**src/rtl/prbs_test_sequencer.sv**
```systemverilog
// prbs_test_sequencer: run controller for the PRBS-15 generator / pattern detector pair.
// Latency: start -> dut_enable high 2 clk later; dut_enable drops the clk after the run exit; done pulse 2 clk after exit.
// Flow: no backpressure; start ignored while busy, abort ignored outside RUN. Optional timeout retries under `PRBS_SEQ_RETRY_EN.
module prbs_test_sequencer #(
  parameter int TO_W      = 16,
  parameter int MAX_RETRY = 3
) (
  input  logic            clk,
  input  logic            rst,
  input  logic            start,
  input  logic            abort,
  input  logic [7:0]      cfg_n,
  input  logic [31:0]     cfg_seed,
  input  logic [31:0]     cfg_pattern,
  input  logic [TO_W-1:0] cfg_timeout,
  output logic [7:0]      dut_n,
  output logic [31:0]     dut_bytes_in,
  output logic [31:0]     dut_pattern,
  output logic            dut_enable,
  input  logic            dut_pattern_valid,
  output logic            busy,
  output logic            done,
  output logic            pass,
  output logic            fail,
  output logic [TO_W-1:0] cycle_count,
  output logic [1:0]      retry_count
);

  typedef enum logic [1:0] {
    S_IDLE = 2'd0,
    S_LOAD = 2'd1,
    S_RUN  = 2'd2,
    S_DONE = 2'd3
  } state_t;

  localparam logic [TO_W-1:0] CNT_MAX   = '1;
  localparam logic [1:0]      RETRY_LIM = 2'(MAX_RETRY);

`ifdef PRBS_SEQ_RETRY_EN
  localparam bit RETRY_EN = 1'b1;
`else
  localparam bit RETRY_EN = 1'b0;
`endif

  state_t          state;
  state_t          state_nxt;
  logic [TO_W-1:0] limit_q;     // effective timeout latched at start (0 maps to CNT_MAX)
  logic [TO_W-1:0] cnt_inc;     // saturating cycle_count + 1
  logic [1:0]      retry_q;
  logic            hit_to;
  logic            can_retry;
  logic            load_cfg;
  logic            clr_result;
  logic            set_pass;
  logic            set_fail;
  logic            cnt_step;
  logic            cnt_clr;

  assign cnt_inc    = (cycle_count == CNT_MAX) ? CNT_MAX : cycle_count + TO_W'(1);
  assign hit_to     = (cnt_inc >= limit_q);
  assign can_retry  = RETRY_EN && (retry_q < RETRY_LIM);

  assign dut_enable  = (state == S_RUN);
  assign busy        = (state != S_IDLE);
  assign retry_count = retry_q;

  // Next-state and per-cycle control strobes; detect beats abort beats timeout.
  always_comb begin
    state_nxt  = state;
    load_cfg   = 1'b0;
    clr_result = 1'b0;
    set_pass   = 1'b0;
    set_fail   = 1'b0;
    cnt_step   = 1'b0;
    cnt_clr    = 1'b0;
    case (state)
      S_IDLE: begin
        if (start) begin
          clr_result = 1'b1;
          if (cfg_n == 8'd0) begin
            set_fail  = 1'b1;
            state_nxt = S_DONE;
          end else begin
            load_cfg  = 1'b1;
            state_nxt = S_LOAD;
          end
        end
      end
      S_LOAD: state_nxt = S_RUN;
      S_RUN: begin
        if (dut_pattern_valid) begin
          // The detect cycle itself is not counted.
          set_pass  = 1'b1;
          state_nxt = S_DONE;
        end else begin
          cnt_step = 1'b1;
          if (abort) begin
            set_fail  = 1'b1;
            state_nxt = S_DONE;
          end else if (hit_to && can_retry) begin
            cnt_clr   = 1'b1;
            state_nxt = S_LOAD;
          end else if (hit_to) begin
            set_fail  = 1'b1;
            state_nxt = S_DONE;
          end
        end
      end
      S_DONE:  state_nxt = S_IDLE;
      default: state_nxt = S_IDLE;
    endcase
  end

  // State register; reset forces IDLE, which drops dut_enable without a clock.
  always_ff @(posedge clk or negedge rst) begin
    if (!rst) state <= S_IDLE;
    else      state <= state_nxt;
  end

  // Pair configuration only changes on an accepted start with a nonzero byte count.
  always_ff @(posedge clk or negedge rst) begin
    if (!rst) begin
      dut_n        <= 8'd0;
      dut_bytes_in <= 32'd0;
      dut_pattern  <= 32'd0;
      limit_q      <= '0;
    end else if (load_cfg) begin
      dut_n        <= cfg_n;
      dut_bytes_in <= cfg_seed;
      dut_pattern  <= cfg_pattern;
      limit_q      <= (cfg_timeout == '0) ? CNT_MAX : cfg_timeout;
    end
  end

  // Sticky result flags and cycle counter, cleared together on an accepted start.
  always_ff @(posedge clk or negedge rst) begin
    if (!rst) begin
      pass        <= 1'b0;
      fail        <= 1'b0;
      cycle_count <= '0;
    end else if (clr_result) begin
      pass        <= 1'b0;
      fail        <= set_fail;
      cycle_count <= '0;
    end else begin
      if (set_pass) pass <= 1'b1;
      if (set_fail) fail <= 1'b1;
      if (cnt_clr)       cycle_count <= '0;
      else if (cnt_step) cycle_count <= cnt_inc;
    end
  end

  // done is registered off the DONE state so the host sees a clean one-cycle flop pulse.
  always_ff @(posedge clk or negedge rst) begin
    if (!rst) done <= 1'b0;
    else      done <= (state == S_DONE);
  end

`ifdef PRBS_SEQ_RETRY_EN
  // Retry counter: bumps on each RUN->LOAD timeout retry, cleared on an accepted start.
  always_ff @(posedge clk or negedge rst) begin
    if (!rst)                                       retry_q <= 2'd0;
    else if (clr_result)                            retry_q <= 2'd0;
    else if (state == S_RUN && state_nxt == S_LOAD) retry_q <= retry_q + 2'd1;
  end
`else
  assign retry_q = 2'd0;
`endif

endmodule

```
**config.mk**
```make
export PLATFORM = sky130hd
export DESIGN_NAME = prbs_test_sequencer
export DESIGN_NICKNAME = d
export VERILOG_FILES = /design/src/rtl/prbs_test_sequencer.sv
export SDC_FILE = /design/constraint.sdc
export NUM_CORES = 1
export LEC_CHECK = 0
export ABC_AREA = 1
export BUFFER_PORTS_ARGS = -buffer_cell sky130_fd_sc_hd__buf_2
export CAP_MARGIN = 25
export CORE_MARGIN = 2
export CORE_UTILIZATION = 54
export DETAILED_ROUTE_END_ITERATION = 10
export PLACE_DENSITY = 0.92
export SYNTH_ARGS = -nofsm -noshare
export SYNTH_HDL_FRONTEND = slang
export SYNTH_SLANG_ARGS = --single-unit
```
**constraint.sdc**
```tcl
create_clock -name clk -period 5.3 [get_ports clk]
set_input_delay 0.265 -clock clk [delete_from_list [all_inputs] [get_ports clk]]
set_output_delay 0.265 -clock clk [all_outputs]
set_load 0.01 [all_outputs]
```
==> results.sh <==
export IMPL_grt_max_degree=96
export IMPL_crit_end="state[1]"
export IMPL_mostFrequentLayoutCells="nand2_1 (301), buf_2 (184), dfrtp_1 (109)"
export IMPL_cts_resized_gates=0
export IMPL_cts_buffers=9
export IMPL_diodes=0
export IMPL_avgSynthCellArea_um2=7.92
export IMPL_rsz0062_at_grt="no"
export IMPL_max_freq_mhz=384
export IMPL_clock_power_share_pct=16.3
export IMPL_ctsHoldBuffers=1
export IMPL_maxSlewViolCount=0
export IMPL_syn_area_um2=5220
export IMPL_gp_congestion=0.987
export IMPL_status="complete, no violations"
export IMPL_power_internal_w=0.00181
export IMPL_yosysUniqueCellTypes=31
export IMPL_r2r_start="cycle_count[0]"
export IMPL_cts_root_buf="clkbuf_8"
export IMPL_maxCapViolCount=0
export IMPL_area_delta_synth_final_pct=23.7
export IMPL_cp_end_kind="register"
export IMPL_hold_class="in -> reg"
export IMPL_start_util_pct=55.9
export IMPL_synth_warnings=0
export IMPL_coreArea_um2=9330
export IMPL_arrival_ns=2.91
export IMPL_synth_top_area_cell="dfrtp_1"
export IMPL_leakage_nw=3.95
export IMPL_dieArea_um2=10500
export IMPL_pin_count=188
export IMPL_whs_path_depth=3
export IMPL_finalCritPeriodShare_pct=49.2
export IMPL_grt_antenna_before_repair=0
export IMPL_cts_tree="built"
export IMPL_max_clock_path_buffers=2
export IMPL_path_cells="ha_1, nand2_2, nor2_4, nand2_1, clkinv_2, nand4_1, nand3_2, ha_1, nand2_1, inv_1, o21ai_0, nand3_1, nor2_1, nand3_1, nand2_1, nand2_1, nand2_1"
export IMPL_timing_final_hold_violations=0
export IMPL_cp_start_kind="register"
export IMPL_hold_start="cfg_pattern[29]"
export IMPL_dpl_hpwl_um=9810
export IMPL_rows=35
export IMPL_period_minus_slack_ns=2.61
export IMPL_path_class="reg -> reg"
export IMPL_cts_setup_buffers=0
export IMPL_p_seq_share_pct=43.4
export IMPL_avgRoutedWirePerCell_um=13.5
export IMPL_hold_slack_ns=0.0824
export IMPL_ff2ff_path_depth=17
export IMPL_crit_fanout=4
export IMPL_clock_latency_ns=0.37
export IMPL_layout_commonest_cell="nand2_1"
export IMPL_syn_inst=659
export IMPL_combPwrFrac_pct=40.4
export IMPL_via_count=4767
export IMPL_setup_tns_ns=0
export IMPL_antenna_left=0
export IMPL_drc=0
export IMPL_synth_edf_count=0
export IMPL_reg2reg_to="state[1]"
export IMPL_avgViaCountPerCell=4.90
export IMPL_crit_top_cell="nand2_1"
export IMPL_setup_worst_path_start="cycle_count[0]"
export IMPL_synthArstFlopShare_pct=100
export IMPL_first_global_vias=4466
export IMPL_htreeDepth=3
export IMPL_powerDensity_nw_per_um2=476
export IMPL_setup_violations=0
export IMPL_max_stage_delay_ns=0.44
export IMPL_grt_use_total_pct=24.7
export IMPL_cp_required_ns=5.61
export IMPL_swShare_pct=41.0
export IMPL_reg2reg_slack_ns=2.69
export IMPL_dieWidth_um=102
export IMPL_path_clk_slew_ns=0.12
export IMPL_grt_pass1_wl_um=20100
export IMPL_seq_area_frac_synth_pct=52.3
export IMPL_cts_sinks=109
export IMPL_fp_dieH_um=102
export IMPL_ys_ff_latch=109
export IMPL_nets=952
export IMPL_relSlewSlack_pct=41.1
export IMPL_drt_iter0_markers=160
export IMPL_ir_drop_mv=0.261
export IMPL_totalWireLength_um=13100
export IMPL_drtPass1Iterations=4
export IMPL_port_buffers=185
export IMPL_slowest_stage="dfrtp_1"
export IMPL_synth_top_area_share_pct=52.3
export IMPL_worst_slew_pin_transition_ns=0.883
export IMPL_drive_above_1_share_pct=26.4
export IMPL_switching_power_w=0.00126
export IMPL_ys_top_cells_by_area="dfrtp_1 (52%), nand2_1 (22%), inv_1 (5.8%)"
export IMPL_worst_clock_skew_ns=0.00829
export IMPL_gr_total_overflow=0
export IMPL_dominantRegCellSynth="dfrtp_1"
==> flip-flops by register name, summed over array words and instances, names as in the netlist <==
| name | cells |
|---|---|
| cycle_count | 16 |
| fail | 1 |
| done | 1 |
| pass | 1 |
| dut_pattern | 32 |
| dut_n | 8 |
| state | 2 |
| dut_bytes_in | 32 |
| limit_q | 16 |
==> synth_stat cells, types with 4 or more instances <==
cell type	number
inv_2	5
o21ai_0	34
buf_2	10
nand3_1	14
nand2_1	301
dfrtp_1	109
a21oi_1	7
nand4_1	7
nor2_1	21
xor2_1	4
ha_1	20
o21ai_1	7
clkbuf_1	9
inv_1	80
nor4_1	5
o22ai_1	4
==> metrics by stage <==
step	cell area (um^2)	setup WS (ns)	cells	power, W	util (%)
3_5_place_dp	6240	2.74	956	0.00259	66.9
6_report	6450	2.69	973	0.00307	69.1
4_1_cts	6450	2.71	973	0.00309	69.1
2_1_floorplan	5220	2.97	660	0.00206	-
3_3_place_gp	6240	2.87	956	0.00252	66.9
5_1_grt	6450	2.43	973	0.00332	69.1
==> power groups by stage <==
stage               registers (W)  clock network [W]  logic (W)
floorplan                 0.00147                  0   0.000592
global placement          0.00133                  0    0.00119
detailed placement        0.00135                  0    0.00124
CTS                       0.00133           0.000513    0.00125
global route              0.00137           0.000547    0.00140
finish                    0.00133           0.000499    0.00124
==> worst max-delay path, delay by kind of cell, from the launching register on <==
family / cells / cell delay, ns
flip-flops: 1 / 0.44
AO/OA/AOI/OAI: 1 / 0.13
adder cells (fa/ha/maj): 2 / 0.54
AND/OR/NAND/NOR: 12 / 1.29
buffers and inverters: 2 / 0.13
==> cells by family after synthesis <==
group,after synthesis,synth area share [%]
simple gates,364,28.8
compound gates,53,5.23
other cells,1,0.0719
fa+ha+maj,20,4.80
buf+inv,108,8.18
flops,109,52.3
xor+xnor,4,0.672
==> per-layer routing <==
metal / GRT usage [%] / wire length (um)
met1: 29.8 / 5420
met4: 8.41 / 253
met3: 4.58 / 819
met5: 0 / 0
met2: 44.3 / 6630
==> area by class of cell <==
class | instances | area, um^2
timing repair buffer | 189 | 961
clock buffer | 9 | 124
inverter | 87 | 328
sequential | 109 | 2730
fill | 765 | 2880
multi-input combinational | 443 | 2070
clock inverter | 7 | 77.6
tap | 129 | 161
==> worst min path at each step <==
stage	end
finish	dut_pattern[29]
global route	dut_bytes_in[21]
CTS	dut_bytes_in[28]
detailed placement	cycle_count[1]
global placement	cycle_count[1]
floorplan	cycle_count[0]
No activity file was read; power rests on OpenSTA's default activity.
